==> config.mk <==
export PLATFORM = sky130hd
export DESIGN_NAME = pwm_update_sequencer_flat
export DESIGN_NICKNAME = d
export VERILOG_FILES = /design/src/rtl/pwm_update_sequencer_if.sv /design/src/rtl/pwm_update_sequencer.sv /design/src/flat_wrapper.sv
export SDC_FILE = /design/constraint.sdc
export NUM_CORES = 1
export LEC_CHECK = 0
export BUFFER_PORTS_ARGS = -buffer_cell sky130_fd_sc_hd__buf_2
export CORE_MARGIN = 2
export CORE_UTILIZATION = 50
export DETAILED_ROUTE_END_ITERATION = 10
export PLACE_DENSITY = 0.73
export SYNTH_ARGS = -nofsm -noshare
export SYNTH_HDL_FRONTEND = slang
export SYNTH_SLANG_ARGS = --single-unit
==> constraint.sdc <==
create_clock -name clk -period 2.2 [get_ports clk]
set_input_delay 0.11 -clock clk [delete_from_list [all_inputs] [get_ports clk]]
set_output_delay 0.11 -clock clk [all_outputs]
set_load 0.05 [all_outputs]
==> src/rtl/pwm_update_sequencer_if.sv <==
// Duty-request handshake and PWM register-write bus for pwm_update_sequencer.
// The master modport is the sequencer side; the slave modport is the requester/PWM side.
interface pwm_update_sequencer_if;
    logic        req_valid;
    logic        req_ready;
    logic [47:0] req_duty;
    logic [3:0]  pwm_addr;
    logic        pwm_write;
    logic [31:0] pwm_writedata;
    logic        pwm_irq;

    modport master (
        input  req_valid,
        input  req_duty,
        input  pwm_irq,
        output req_ready,
        output pwm_addr,
        output pwm_write,
        output pwm_writedata
    );

    modport slave (
        output req_valid,
        output req_duty,
        output pwm_irq,
        input  req_ready,
        input  pwm_addr,
        input  pwm_write,
        input  pwm_writedata
    );
endinterface

==> src/rtl/pwm_update_sequencer.sv <==
// Programs a 3-phase PWM with dead-time compare pairs and waits for the period-boundary irq.
// Optional WAIT timeout with sticky err_timeout is enabled by defining PWM_SEQ_TIMEOUT_EN.
module pwm_update_sequencer #(
    parameter logic [15:0] MAXCTR   = 16'd1000,
    parameter logic [15:0] DEADTIME = 16'd8,
    parameter logic [23:0] TIMEOUT  = 24'd200000
) (
    input  logic                          clk,
    input  logic                          reset,
    pwm_update_sequencer_if.master        bus,
    output logic                          busy,
    output logic                          applied,
    output logic                          err_timeout
);

    localparam int unsigned DW = 16;
    localparam int unsigned IW = 3;

    typedef enum logic [2:0] {
        S_INIT,
        S_IDLE,
        S_CALC,
        S_WRITE,
        S_WAIT
    } state_t;

    state_t              state, state_d;
    logic [IW-1:0]       idx, idx_d;
    logic [47:0]         duty_q, duty_d;
    logic [5:0][DW-1:0]  vals, vals_d, calc;
    logic                ready_q, ready_d;
    logic                write_q, write_d;
    logic [3:0]          addr_q, addr_d;
    logic [DW-1:0]       data_q, data_d;
    logic                busy_q, busy_d;
    logic                applied_q, applied_d;
    logic                err_q, err_d;
`ifdef PWM_SEQ_TIMEOUT_EN
    logic [23:0]         cnt_q, cnt_d;
`else
    logic                unused_timeout;
    assign unused_timeout = ^TIMEOUT;
`endif

    // Returns {high, low} compare values for one phase duty.
    function automatic logic [31:0] edges(input logic [15:0] duty);
        logic [15:0] d;
        logic [16:0] sum;
        logic [15:0] lo;
        logic [15:0] hi;
        d   = (duty > MAXCTR) ? MAXCTR : duty;
        lo  = (d >= DEADTIME) ? (d - DEADTIME) : 16'd0;
        sum = {1'b0, d} + {1'b0, DEADTIME};
        hi  = sum[16] ? 16'hFFFF : sum[15:0];
        return {hi, lo};
    endfunction

    // Init table: counter top, then update/irq only at counter zero.
    function automatic logic [19:0] init_entry(input logic [IW-1:0] i);
        case (i)
            3'd0:    return {4'h8, MAXCTR};
            3'd1:    return {4'hA, 16'd1};
            3'd2:    return {4'hB, 16'd0};
            3'd3:    return {4'hC, 16'd1};
            3'd4:    return {4'hD, 16'd0};
            default: return 20'd0;
        endcase
    endfunction

    always_comb begin
        for (int p = 0; p < 3; p++) begin
            {calc[2*p+1], calc[2*p]} = edges(duty_q[16*p +: 16]);
        end
    end

    always_ff @(posedge clk) begin
        if (reset) begin
            state     <= S_INIT;
            idx       <= '0;
            duty_q    <= '0;
            vals      <= '0;
            ready_q   <= 1'b0;
            write_q   <= 1'b0;
            addr_q    <= '0;
            data_q    <= '0;
            busy_q    <= 1'b1;
            applied_q <= 1'b0;
            err_q     <= 1'b0;
`ifdef PWM_SEQ_TIMEOUT_EN
            cnt_q     <= '0;
`endif
        end else begin
            state     <= state_d;
            idx       <= idx_d;
            duty_q    <= duty_d;
            vals      <= vals_d;
            ready_q   <= ready_d;
            write_q   <= write_d;
            addr_q    <= addr_d;
            data_q    <= data_d;
            busy_q    <= busy_d;
            applied_q <= applied_d;
            err_q     <= err_d;
`ifdef PWM_SEQ_TIMEOUT_EN
            cnt_q     <= cnt_d;
`endif
        end
    end

    // Outputs are computed for the cycle being entered and registered with the state.
    always_comb begin
        state_d   = state;
        idx_d     = idx;
        duty_d    = duty_q;
        vals_d    = vals;
        ready_d   = 1'b0;
        write_d   = 1'b0;
        addr_d    = '0;
        data_d    = '0;
        applied_d = 1'b0;
        err_d     = err_q;
`ifdef PWM_SEQ_TIMEOUT_EN
        cnt_d     = cnt_q;
`endif
        case (state)
            S_INIT: begin
                if (idx == IW'(5)) begin
                    state_d = S_IDLE;
                    idx_d   = '0;
                    ready_d = 1'b1;
                end else begin
                    write_d          = 1'b1;
                    {addr_d, data_d} = init_entry(idx);
                    idx_d            = idx + IW'(1);
                end
            end
            S_IDLE: begin
                if (bus.req_valid) begin
                    duty_d  = bus.req_duty;
                    state_d = S_CALC;
                end else begin
                    ready_d = 1'b1;
                end
            end
            S_CALC: begin
                vals_d  = calc;
                write_d = 1'b1;
                addr_d  = 4'h0;
                data_d  = calc[0];
                idx_d   = IW'(1);
                state_d = S_WRITE;
            end
            S_WRITE: begin
                if (idx == IW'(7)) begin
                    state_d = S_WAIT;
                    idx_d   = '0;
`ifdef PWM_SEQ_TIMEOUT_EN
                    cnt_d   = '0;
`endif
                end else if (idx == IW'(6)) begin
                    write_d = 1'b1;
                    addr_d  = 4'hF;
                    data_d  = 16'd1;
                    idx_d   = IW'(7);
                end else begin
                    write_d = 1'b1;
                    addr_d  = 4'(idx);
                    case (idx)
                        3'd1:    data_d = vals[1];
                        3'd2:    data_d = vals[2];
                        3'd3:    data_d = vals[3];
                        3'd4:    data_d = vals[4];
                        3'd5:    data_d = vals[5];
                        default: data_d = vals[0];
                    endcase
                    idx_d = idx + IW'(1);
                end
            end
            S_WAIT: begin
                if (bus.pwm_irq) begin
                    applied_d = 1'b1;
                    ready_d   = 1'b1;
                    state_d   = S_IDLE;
                end
`ifdef PWM_SEQ_TIMEOUT_EN
                else if (cnt_q == TIMEOUT - 24'd1) begin
                    err_d   = 1'b1;
                    ready_d = 1'b1;
                    state_d = S_IDLE;
                end else begin
                    cnt_d = cnt_q + 24'd1;
                end
`endif
            end
            default: begin
                state_d = S_INIT;
                idx_d   = '0;
            end
        endcase
        busy_d = (state_d != S_IDLE);
    end

    assign bus.req_ready     = ready_q;
    assign bus.pwm_write     = write_q;
    assign bus.pwm_addr      = addr_q;
    assign bus.pwm_writedata = {16'h0, data_q};
    assign busy              = busy_q;
    assign applied           = applied_q;
    assign err_timeout       = err_q;

endmodule
==> src/flat_wrapper.sv <==
// flat-port wrapper written by rule: the top's interface ports become plain ports
module pwm_update_sequencer_flat 
#(
    parameter logic [15:0] MAXCTR   = 16'd1000,
    parameter logic [15:0] DEADTIME = 16'd8,
    parameter logic [23:0] TIMEOUT  = 24'd200000
)
  (clk, reset, busy, applied, err_timeout, bus_req_valid, bus_req_duty, bus_pwm_irq, bus_req_ready, bus_pwm_addr, bus_pwm_write, bus_pwm_writedata);
  pwm_update_sequencer_if bus_i ();
  input  logic clk;
  input  logic reset;
  output logic busy;
  output logic applied;
  output logic err_timeout;
  input wire logic [$bits(bus_i.req_valid)-1:0] bus_req_valid;
  input wire logic [$bits(bus_i.req_duty)-1:0] bus_req_duty;
  input wire logic [$bits(bus_i.pwm_irq)-1:0] bus_pwm_irq;
  output wire logic [$bits(bus_i.req_ready)-1:0] bus_req_ready;
  output wire logic [$bits(bus_i.pwm_addr)-1:0] bus_pwm_addr;
  output wire logic [$bits(bus_i.pwm_write)-1:0] bus_pwm_write;
  output wire logic [$bits(bus_i.pwm_writedata)-1:0] bus_pwm_writedata;
  assign bus_i.req_valid = bus_req_valid;
  assign bus_i.req_duty = bus_req_duty;
  assign bus_i.pwm_irq = bus_pwm_irq;
  assign bus_req_ready = bus_i.req_ready;
  assign bus_pwm_addr = bus_i.pwm_addr;
  assign bus_pwm_write = bus_i.pwm_write;
  assign bus_pwm_writedata = bus_i.pwm_writedata;
  pwm_update_sequencer #(.MAXCTR(MAXCTR), .DEADTIME(DEADTIME), .TIMEOUT(TIMEOUT)) u_core (.clk(clk), .reset(reset), .bus(bus_i), .busy(busy), .applied(applied), .err_timeout(err_timeout));
endmodule
==> results.py, run 1 <==
metrics = {
    "worst_setup_path": {
        "cp_top_family": "simple AND/OR/NAND/NOR gates",
        "critPathLaunchType": "flop",
        "required_ns": 2.48,
        "crit_buf_inv": 1,
        "cp-end-kind": "flop",
        "worstPathCellList": "buf_4 -> or4_4 -> or3_1 -> nor3b_1 -> o21ai_2 -> a31oi_1",
        "slowest_stage": "or4_4",
        "cp_data_arrival_time_ns": 2.45,
        "critPathLaunch": "u_core.duty_q[5]$_SDFFE_PP0P_",
        "rr_worst_depth": 6,
        "criticalPathCategory": "flop to flop",
        "r2r_start": "u_core.duty_q[5]$_SDFFE_PP0P_",
        "worst_r2r_endpoint": "u_core.data_q[5]$_SDFF_PP0_",
        "cp_max_fo": 9,
        "rrSetupSlack_ns": 0.02,
        "slowest_delay_ns": 0.58,
    },
    "final_layout": {
        "final_nets": 1163,
        "syn2layout_area_growth_pct": 24.9,
        "nFillCells": 1322,
        "postLayoutCellArea_sq_mm": 0.00986,
        "drive_gt1_share_pct": 18.9,
    },
    "global_route": {
        "track_usage_pct": 26.4,
        "antenna_found_initial": 1,
        "overflow": 0,
        "grt_pass1_wl_um": 34900,
        "grt_pass1_vias": 6983,
        "grt_max_degree": 49,
    },
    "sta": {
        "period_needed_ns": 2.18,
        "fin_crit_sh_pct": 98.9,
        "finClkSkew_ns": 0.00905,
        "fmax_mhz": 459,
        "rsz0062_at_grt": "true",
        "hold_viol": 0,
        "setup_viol": 0,
        "slew_violations": 0,
        "slew_headroom_pct": 58.4,
        "holdWs_ns": 0.0685,
        "tightest_slew_ns": 0.624,
    },
    "synthesis": {
        "synthCells": 963,
        "netlist_area_sq_mm": 0.00789,
        "synthFlopType": "dfxtp_1",
        "ys_async_sr_fraction_pct": 0,
        "synth_most_common_cell": "nand2_1",
        "synth_area_leaders": "dfxtp_1, nand2_1, a21oi_1",
        "ys_warn_count": 0,
        "synth_commonest_cells": "nand2_1, dfxtp_1, a21oi_1",
        "synth_cell_types": 71,
        "ys_seq_area_share_pct": 44.1,
        "yosys_register_bits": 174,
        "yosysTopAreaCellShare_pct": 44.1,
        "synth_edf_count": 0,
        "avgSynthCellArea_sq_um": 8.19,
        "synth_top_area_cell": "dfxtp_1",
    },
    "drt": {
        "wl_met3_um": 1420,
        "vias_per_cell": 5.61,
        "firstDrtPassIters": 6,
        "wl_per_cell_um": 16.4,
        "top_layer": "met4",
        "wl_met2_um": 10400,
        "antenna_left": 0,
        "vias": 7423,
        "drc": 0,
        "wl_met1_um": 9510,
        "routed_wl_um": 21800,
        "drtIter0Drc": 786,
    },
    "power": {
        "p_per_area_mw_per_mm2": 1040,
        "p_leak_nw": 3.94,
        "ir_drop_uv": 642,
    },
    "floorplan": {
        "start_util_pct": 51.5,
        "rows": 45,
        "num_io_pins": 93,
        "die-area_sq_mm": 0.0168,
        "core_sq_mm": 0.0153,
        "die_h_um": 130,
        "die_w_um": 130,
    },
    "run_status": {
        "status": "finished clean",
    },
    "clock_network": {
        "cts_root_buf": "clkbuf_16",
        "clkTransAtPathRegs_ns": 0.06,
        "htreeDepth": 4,
        "numClockSinks": 174,
        "insertion_delay_ns": 0.43,
        "cts_buffer_depth": 2,
        "cts_tree": "built",
        "cts_buffers": 17,
    },
    "flow_run": {
        "maxCapViolCount": 0,
    },
    "place": {
        "place.gp.congestion": 0.920,
        "portBuffers": 75,
        "placed_area_sq_mm": 0.00865,
        "place_hpwl_um": 14200,
    },
    "worst_hold_path": {
        "hold_path_startpoint": "bus_req_valid",
        "hold_path.class": "input port to flop",
        "min_path_cells": 3,
        "hold_end": "u_core.state[1]$_SDFF_PP0_",
    },
}
[cells by family after synthesis]
logic type / after synthesis / synth area share (%)
XOR/XNOR: 15 / 1.66
AND/OR/NAND/NOR: 384 / 22.7
AO/OA/AOI/OAI: 270 / 22.2
multiplexers: 1 / 0.127
other: 1 / 0.0475
buffers and inverters: 105 / 7.10
flip-flops: 174 / 44.1
adder cells (fa/ha/maj): 13 / 2.06
[cell type report]
type,instances,area (sq um),share of cell area [%]
Antenna cell,1,2.50,0.0254
Timing Repair Buffer,191,1430,14.5
Tap cell,211,264,2.68
Clock buffer,23,478,4.85
Sequential cell,174,3490,35.4
Inverter,14,52.6,0.533
Clock inverter,9,109,1.10
Multi-Input combinational cell,700,4040,41.0
[report_power, final]
group / switching [W] / internal [W]
logic: 0.00239 / 0.00137
registers: 0.000162 / 0.00337
clock network: 0.00123 / 0.00176
[stage by stage]
step / power (W) / setup TNS, ns / setup slack (ns) / instances / utilization [%]
floorplan: 0.00602 / 0 / 0.00878 / 979 / -
global placement: 0.00705 / 0 / 0.0232 / 1239 / 56.5
detailed placement: 0.00709 / -0.0102 / -0.0102 / 1239 / 56.5
CTS: 0.0101 / -0.00376 / -0.00376 / 1321 / 63.6
global route: 0.0108 / -0.189 / -0.0921 / 1322 / 64.3
finish: 0.0103 / 0 / 0.0233 / 1323 / 64.4
[state kept, by name, indices dropped and copies added (netlist names)]
signal / flops
u_core.applied: 1
u_core.bus.pwm_addr: 4
u_core.bus.pwm_write: 1
u_core.bus.req_ready: 1
u_core.busy: 1
u_core.data_q: 16
u_core.duty_q: 48
u_core.idx: 3
u_core.state: 3
u_core.vals: 96
[worst max-delay path by stage]
stage                     slack [ns]                            to  cells past startpoint
after floorplan                0.009  u_core.data_q[11]$_SDFF_PP0_                      9
after global placement          0.02   u_core.data_q[7]$_SDFF_PP0_                     11
after detailed placement       -0.01   u_core.data_q[7]$_SDFF_PP0_                     11
after CTS                     -0.004  u_core.data_q[11]$_SDFF_PP0_                     10
after global routing           -0.09   u_core.data_q[7]$_SDFF_PP0_                     11
final                           0.02   u_core.data_q[5]$_SDFF_PP0_                      6
[placed cells by master, fill, tap and decap left out, types with 6 or more instances in the layout]
cell type | netlist | final
and2_1 | 35 | 32
o221ai_1 | 9 | 9
a31oi_1 | 9 | 9
xor2_1 | 10 | 10
nor3_1 | 15 | 13
a221oi_1 | 8 | 8
inv_1 | 14 | 14
a22oi_1 | 21 | 21
ha_1 | 13 | 12
o21ai_0 | 40 | 40
and3_1 | 8 | 8
a211oi_1 | 13 | 13
nand3_1 | 23 | 20
nor2_1 | 67 | 64
buf_4 | 18 | 63
clkbuf_16 | 0 | 17
buf_2 | 6 | 74
nand2_1 | 184 | 182
dlygate4sd3_1 | 0 | 49
a21oi_1 | 112 | 112
conb_1 | 1 | 17
or3_1 | 6 | 6
a22o_1 | 15 | 15
dfxtp_1 | 174 | 171
nand2b_1 | 6 | 6
a21o_1 | 6 | 6
[timing repair]
action,4_1_cts,5_1_grt
gates cloned,0,0
endpoints found under the setup margin,2,28
hold buffers,49,0
setup buffers,1,1
resized for setup,2,23
endpoints found under the hold margin,50,0
pin swaps,2,10
[tightest hold or removal path: stages]
cell	delay (ns)
buf_2	0.12
a22oi_1	0.09
nor3_1	0.12
[metal layers]
layer | track usage (%) | up-vias
li1 | - | 3607
met1 | 34.5 | 3468
met2 | 43.8 | 308
met3 | 5.49 | 40
met4 | 8.16 | 0
met5 | 0 | -
(Power assumes the default switching activity.)
==> run 2, diff against run 1 <==
--- a/config.mk
+++ b/config.mk
@@ -6,6 +6,7 @@
 export NUM_CORES = 1
 export LEC_CHECK = 0
 export BUFFER_PORTS_ARGS = -buffer_cell sky130_fd_sc_hd__buf_2
+export CORE_ASPECT_RATIO = 1.75
 export CORE_MARGIN = 2
 export CORE_UTILIZATION = 50
 export DETAILED_ROUTE_END_ITERATION = 10
==> results.py, run 2 (same netlist as run 1, synthesis figures left out) <==
metrics = {
    "drt": {
        "antenna_left": 0,
        "routed_wl_um": 21600,
        "drtIter0Drc": 552,
        "drc": 0,
        "vias": 7412,
        "wl_per_cell_um": 16.6,
        "firstDrtPassIters": 5,
        "vias_per_cell": 5.71,
    },
    "clock_network": {
        "clkTransAtPathRegs_ns": 0.07,
        "cts_root_buf": "clkbuf_16",
        "numClockSinks": 174,
        "htreeDepth": 4,
        "cts_buffers": 17,
        "insertion_delay_ns": 0.43,
        "cts_tree": "built",
        "cts_buffer_depth": 2,
    },
    "final_layout": {
        "top_regs": "u_core.vals: 96 flops, u_core.duty_q: 48 flops, u_core.data_q: 16 flops",
        "mostFrequentLayoutCell": "nand2_1",
        "n_antenna_cell": 0,
        "final_cells": 1299,
        "regMostFlops": "u_core.vals",
        "drive_gt1_share_pct": 18.8,
        "mostFrequentLayoutCells": "nand2_1, dfxtp_1, a21oi_1",
        "final_util_pct": 63.3,
        "final_nets": 1165,
        "largest_reg_flops": 96,
        "postLayoutCellArea_sq_mm": 0.00975,
        "syn2layout_area_growth_pct": 23.5,
        "nFillCells": 1290,
    },
    "sta": {
        "fin_ws_ns": 0.0913,
        "finClkSkew_ns": 0.00861,
        "slew_headroom_pct": 41.3,
        "hold_viol": 0,
        "setup_viol": 0,
        "period_needed_ns": 2.11,
        "slew_violations": 0,
        "fmax_mhz": 474,
        "fin_crit_sh_pct": 95.8,
        "tightest_slew_ns": 0.879,
    },
    "worst_setup_path": {
        "required_ns": 2.49,
        "cp_max_fo": 9,
        "crit_buf_inv": 1,
        "critPathLaunchType": "flop",
        "slowest_delay_ns": 0.56,
        "worstPathCellList": "buf_4 -> or4_4 -> or3_1 -> nor3b_1 -> o21ai_2 -> a31oi_1",
        "slowest_stage": "or4_4",
        "criticalPathCategory": "flop to flop",
        "cp_data_arrival_time_ns": 2.40,
        "cp-end-kind": "flop",
        "cp_top_family": "simple AND/OR/NAND/NOR gates",
    },
    "power": {
        "p_leak_nw": 3.92,
        "p_per_area_mw_per_mm2": 1040,
        "ir_drop_uv": 510,
    },
    "place": {
        "portBuffers": 75,
        "dp_slack_ns": -0.0641,
        "placed_area_sq_mm": 0.00862,
        "place.gp.congestion": 0.925,
        "place_hpwl_um": 14900,
        "numPlacedInstances": 1215,
    },
    "floorplan": {
        "rows": 60,
        "die-area_sq_mm": 0.0168,
        "start_util_pct": 51.3,
        "die_h_um": 170,
        "die_w_um": 99.0,
        "core_sq_mm": 0.0154,
        "num_io_pins": 93,
    },
    "global_route": {
        "grt_pass1_vias": 7102,
        "antenna_found_initial": 0,
        "track_usage_pct": 25.4,
        "overflow": 0,
        "grt_max_degree": 49,
        "grt_pass1_wl_um": 34200,
    },
    "flow_run": {
        "maxCapViolCount": 0,
    },
    "run_status": {
        "status": "finished clean",
    },
    "worst_hold_path": {
        "hold_path.class": "input port to flop",
    },
}
-- run 2: cell count changes in the layout (fill, tap and decap cells not counted), sizes merged --
| cell | previous run | this run |
|---|---|---|
| diode | 1 | 0 |
| clkbuf | 23 | 18 |
| bufinv | 2 | 0 |
| clkinv | 2 | 6 |
| buf | 142 | 144 |
| inv | 15 | 19 |
| clkinvlp | 4 | 3 |
-- run 2: final timing paths --
| path | startpoint | end | slack (ns) | cells past startpoint |
|---|---|---|---|---|
| max | u_core.duty_q[5]$_SDFFE_PP0P_ | u_core.data_q[5]$_SDFF_PP0_ | 0.09 | 6 |
| min | bus_req_valid | u_core.state[1]$_SDFF_PP0_ | 0.06 | 3 |
| max reg2reg | u_core.duty_q[5]$_SDFFE_PP0P_ | u_core.data_q[5]$_SDFF_PP0_ | 0.09 | 6 |
| min reg2reg | u_core.vals[14]$_SDFFE_PP0P_ | u_core.vals[14]$_SDFFE_PP0P_ | 0.45 | 1 |
-- run 2: worst min-delay path, delay by kind of cell --
kind	cells	cell delay, ns
compound gates	1	0.08
buf+inv	1	0.12
simple gates	1	0.13
-- run 2: timing repair --
item,4_1_cts,5_1_grt
endpoints found under the setup margin,6,20
endpoints found under the hold margin,50,0
buffers inserted,1,2
pin swaps,1,7
hold buffers,49,0
gates resized for setup,1,14
-- run 2: layout make-up --
class | count | area [sq um] | area share [%]
well taps | 186 | 233 | 2.39
clock inverters | 14 | 108 | 1.10
inverters | 14 | 56.3 | 0.578
flip-flops and latches | 174 | 3480 | 35.8
repair buffers | 193 | 1420 | 14.6
clock buffers | 18 | 439 | 4.51
multi-input cells | 700 | 4000 | 41.1
-- run 2: report_power, final --
part           internal [W]  total (W)  leakage [nW]  switching, W
clock network       0.00149    0.00281         0.270       0.00131
logic               0.00135    0.00378          2.25       0.00243
registers           0.00337    0.00352          1.41      0.000151
total               0.00621     0.0101          3.92       0.00390
-- run 2: metal layers --
metal	track usage (%)	share of wire, %	wire (um)	vias up
li1	-	-	-	3611
met1	26.5	37	8010	3441
met2	46.3	52	11300	278
met3	3.66	4.5	968	82
met4	16.9	5.9	1280	0
met5	0	0	0	-
-- run 2: per-stage QoR --
stage               total power, W  hold slack (ns)  TNS (ns)
global placement           0.00709            0.353         0
finish                      0.0101           0.0610         0
global route                0.0106           0.0919   -0.0155
detailed placement         0.00714            0.356    -0.218
CTS                        0.00999           0.0537         0
floorplan                  0.00602            0.246         0
